## src/rtl/cnt_sweep_ctrl.sv

```systemverilog
// Two-requester round-robin sweep controller driving a shared up/down counter.
// Optional abort input enabled by defining SWEEP_ABORT_EN.
module cnt_sweep_ctrl #(
    parameter int WIDTH = 4
) (
    input  logic             clk,
    input  logic             rst,
    input  logic [1:0]       req,
    input  logic             dir0,
    input  logic             dir1,
    input  logic [WIDTH-1:0] len0,
    input  logic [WIDTH-1:0] len1,
`ifdef SWEEP_ABORT_EN
    input  logic             abort,
`endif
    output logic [1:0]       gnt,
    output logic             busy,
    output logic             done,
    output logic             done_id,
    output logic [WIDTH-1:0] cnt_out
);

    typedef enum logic [1:0] {IDLE, LOAD, RUN, DONE} state_t;

    localparam logic [WIDTH-1:0] ONE = WIDTH'(1);

    state_t           state;
    logic             prio;
    logic             win;
    logic             win_id;
    logic             dir;
    logic             stop;
    logic [WIDTH-1:0] rem;

    // prio names the requester that wins a tie
    always_comb win = (req == 2'b11) ? prio : req[1];

`ifdef SWEEP_ABORT_EN
    assign stop = abort;
`else
    assign stop = 1'b0;
`endif

    always_ff @(posedge clk or posedge rst) begin
        if (rst) begin
            state   <= IDLE;
            prio    <= 1'b0;
            win_id  <= 1'b0;
            dir     <= 1'b0;
            rem     <= '0;
            gnt     <= 2'b00;
            busy    <= 1'b0;
            done    <= 1'b0;
            done_id <= 1'b0;
            cnt_out <= '0;
        end else begin
            done <= 1'b0;
            unique case (state)
                IDLE: begin
                    if (req != 2'b00) begin
                        state   <= LOAD;
                        busy    <= 1'b1;
                        gnt     <= win ? 2'b10 : 2'b01;
                        win_id  <= win;
                        prio    <= ~win;
                        dir     <= win ? dir1 : dir0;
                        rem     <= win ? len1 : len0;
                        cnt_out <= (win ? dir1 : dir0) ? '1 : '0;
                    end
                end
                LOAD: begin
                    if (stop || rem == '0) begin
                        state   <= DONE;
                        gnt     <= 2'b00;
                        done    <= 1'b1;
                        done_id <= win_id;
                    end else begin
                        state <= RUN;
                    end
                end
                RUN: begin
                    if (stop) begin
                        state   <= DONE;
                        gnt     <= 2'b00;
                        done    <= 1'b1;
                        done_id <= win_id;
                    end else begin
                        cnt_out <= dir ? cnt_out - ONE : cnt_out + ONE;
                        rem     <= rem - ONE;
                        // last step: the count reaches zero on this edge
                        if (rem == ONE) begin
                            state   <= DONE;
                            gnt     <= 2'b00;
                            done    <= 1'b1;
                            done_id <= win_id;
                        end
                    end
                end
                DONE: begin
                    state <= IDLE;
                    busy  <= 1'b0;
                end
            endcase
        end
    end

endmodule

```

## config.mk

```make
export PLATFORM = sky130hd
export DESIGN_NAME = cnt_sweep_ctrl
export DESIGN_NICKNAME = d
export VERILOG_FILES = /design/src/rtl/cnt_sweep_ctrl.sv
export SDC_FILE = /design/constraint.sdc
export NUM_CORES = 1
export LEC_CHECK = 0
export ABC_AREA = 0
export BUFFER_PORTS_ARGS = -buffer_cell sky130_fd_sc_hd__buf_2
export CAP_MARGIN = 5
export CORE_MARGIN = 1
export CORE_UTILIZATION = 54
export CTS_CLUSTER_SIZE = 14
export DETAILED_ROUTE_END_ITERATION = 8
export GPL_TIMING_DRIVEN = 0
export PLACE_DENSITY = 0.88
export SLEW_MARGIN = 10
export SYNTH_ARGS = -nofsm -noshare
export SYNTH_HDL_FRONTEND = slang
export SYNTH_SLANG_ARGS = --single-unit
export TNS_END_PERCENT = 5
```

## constraint.sdc

```tcl
create_clock -name clk -period 2.55 [get_ports clk]
set_input_delay 0.1275 -clock clk [delete_from_list [all_inputs] [get_ports clk]]
set_output_delay 0.1275 -clock clk [all_outputs]
set_load 0.01 [all_outputs]
```

==> reports/results.txt <==
Starting Density: 0.587
Final setup fails: 0
Largest net degree at the start of global routing: 19
Synth Register Bits: 18
Met3 Resource Use GR: 0.0283
Inserted Clock Buffers: 3
Max Freq: 480 MHz
Final Skew: 4.70 ps
Die Area: 0.00237 mm^2
Seq/Total Area, Yosys: 0.383
Power Density: 1340 mW/mm^2
Setup TNS: 0 ps
Mean post-synth cell area: 10.1 um^2
Final Cell Area: 0.00135 mm^2
Clock root buffer: clkbuf_4
H-tree depth: 1
Worst Max-Slew Pin Slew: 656 ps
Final Hold Viols: 0
GRT busiest layer: met2
Reg-to-Reg Start: state[0]$_DFFE_PP0P_
Drt pass-1 iters: 4
CTS resizes: 0
Synth Flop Type: dfrtp_1
Status: finished, final reports clean
Post-synthesis cell count: 117
Arrival @ worst endpoint: 2270 ps
Mux contribution to synthesized area: 0.0915
Average wire per standard cell: 13.2 um
Die X: 48.7 um
# rows: 16
Tot Pwr: 1.81 mW
Antenna cells: 0
Compound-Gate Fraction of Synth Area: 0.222
Met2 usage: 0.375
Syn_nets: 142
Min-delay src: req[1]
Layout net count: 170
Req. time, crit path: 2740 ps
Max-Slew Margin vs Limit: 0.562
Layout area overhead: 15.0%
Max-cap violation count: 0
CTS tree: built
# IOs: 23
DRC violation total after the first TritonRoute iteration: 27
GR Overflow Total: 0
RSZ-0062 raised after global routing: false
GRT Util Overall: 0.222
Xor/xnor share of the synthesized area: 0.0213
Postcts setup bufs: 0
Placement Cell Area: 0.00132 mm^2
Clk sinks: 18
Minimum clock period: 2080 ps
Worst vdd ir: 0.807 mV
Layout Cells excl Fill: 170
Hpwl dp: 1.77 mm
Die height: 48.7 um
CP Launch Point: state[0]$_DFFE_PP0P_
Leak pwr: 0.669 nW
Number of synthesis warnings: 0
Netlist cell types: 36
Post-Synth Adder-Cell Area: 0.123
Post-Syn Area: 0.00118 mm^2
Worst-path maximum fanout: 6
Remaining DRCs: 0
HP Class: in2reg
Fill cell count: 172
Global-route wire length before repair: 4.01 mm
Simple-gate area share of the yosys netlist: 0.103
Main combinational cell family by area after synthesis: compound AO/OA/AOI/OAI gates
Clock Path Buffers: 2
Crit path capture type: flip-flop
Vias in the first global route: 914
Antenna violations before repair: 0
Setup CP Type: reg2reg
Vias/cell: 5.54
Share of post-route cells with drive strength above 1: 0.280
Core Box Area: 0.00200 mm^2
Routed Antenna Nets: 0
Critical path launch point type: flip-flop
Final period utilization: 0.817
Final max-slew violation count: 0
DP Cell Count: 166
IO buf count: 22
Met1 Use GR: 0.282
Synth async-reset ratio: 1.00
Post-synth EDFFs: 0
Worst-skew pair later-pin latency: 300 ps
Worst reg-to-reg setup slack: 470 ps
Via count: 942
Hold WS: 101 ps
Routability-driven placement congestion ratio: 0.792
Total Wirelength: 2.24 mm
Worst-path clk slew: 90 ps
## state kept, by name, indices dropped and copies added, names as in the netlist
register,cells
prio,1
cnt_out,4
done_id,1
state,2
done,1
busy,1
win_id,1
rem,4
gnt,2
dir,1
## Yosys cell counts (3+ instances only)
master,instances,area share
ha_1,10,0.11
dfrtp_1,18,0.38
mux2_1,3,0.029
a21oi_1,8,0.034
o21ai_0,6,0.026
nand2_1,10,0.032
inv_1,11,0.035
mux2_2,3,0.029
o21ai_1,6,0.026
nor2_1,6,0.019
mux2i_1,4,0.034
o211ai_1,4,0.026
## timing repair
item,in CTS,in global routing
endpoints found under the setup margin,0,0
hold buffers,1,0
hold endpoints to repair,18,0
## cells by family (layout without fill, tap and decap cells)
| family | after synthesis | after routing |
|---|---|---|
| AOI/OAI and AO/OA | 37 | 37 |
| and+or+nand+nor | 24 | 24 |
| DFF | 18 | 18 |
| buffers and inverters | 15 | 41 |
| adders and majority gates | 11 | 11 |
| muxes | 10 | 10 |
| xor gates and xnor gates | 2 | 2 |
## report_power, final
| group | switching (mW) | internal, mW | total (mW) |
|---|---|---|---|
| Sequential | 0.126 | 0.429 | 0.555 |
| Combinational | 0.603 | 0.510 | 1.11 |
| Clock | 0.0890 | 0.0552 | 0.144 |
| Total | 0.818 | 0.995 | 1.81 |
## layout by cell type, fill, tap and decap left out, drive strengths merged
cell,count
a21boi,2
a21o,1
a21oi,8
a221oi,2
a22o,1
a31oi,2
and3,1
buf,24
clkbuf,4
dfrtp,18
dlygate4sd3,1
fa,1
ha,10
inv,12
mux2,6
mux2i,4
nand2,10
nand3,1
nand3b,1
nor2,6
nor2b,2
nor3,1
nor4b,1
o211ai,4
o21a,2
o21ai,15
or3b,1
xnor2,2
## stage by stage
step            util  setup slack (ps)
3_5_place_dp   0.659               488
2_1_floorplan      -               674
5_1_grt        0.676               373
6_report       0.676               467
4_1_cts        0.676               469
3_3_place_gp   0.659               552
## final cells by class
class	count	area, um^2	area share
tap	27	33.8	0.0250
timing repair buffer	23	120	0.0888
inverter	12	45.0	0.0333
buffer	3	20.0	0.0148
sequential	18	450	0.333
multi-input combinational	84	661	0.488
clock buffer	3	22.5	0.0167
## critical path: stages, from the launching register on
cell and delay, ps:
dfrtp_1 430, inv_1 160, ha_1 300, or3b_4 440, a21boi_2 200, nand2_1 110, mux2_1 330
## routing by layer
layer,part of all wire,routed length (um)
met1,0.45,1000
met2,0.51,1130
met3,0.031,69
met4,0.016,37
met5,0,0
## final timing paths
| check | to | cells after the start |
|---|---|---|
| worst min-delay path | prio$_DFFE_PP0P_ | 2 |
| min in group asynchronous | win_id$_DFFE_PP0P_ | 3 |
| worst max register to register | gnt[0]$_DFFE_PP0P_ | 6 |
| max in group asynchronous | rem[2]$_DFFE_PP0P_ | 3 |
| worst max-delay path | gnt[0]$_DFFE_PP0P_ | 6 |
| worst min register to register | done_id$_DFFE_PP0P_ | 1 |
Power figures use the tool's default switching activity.
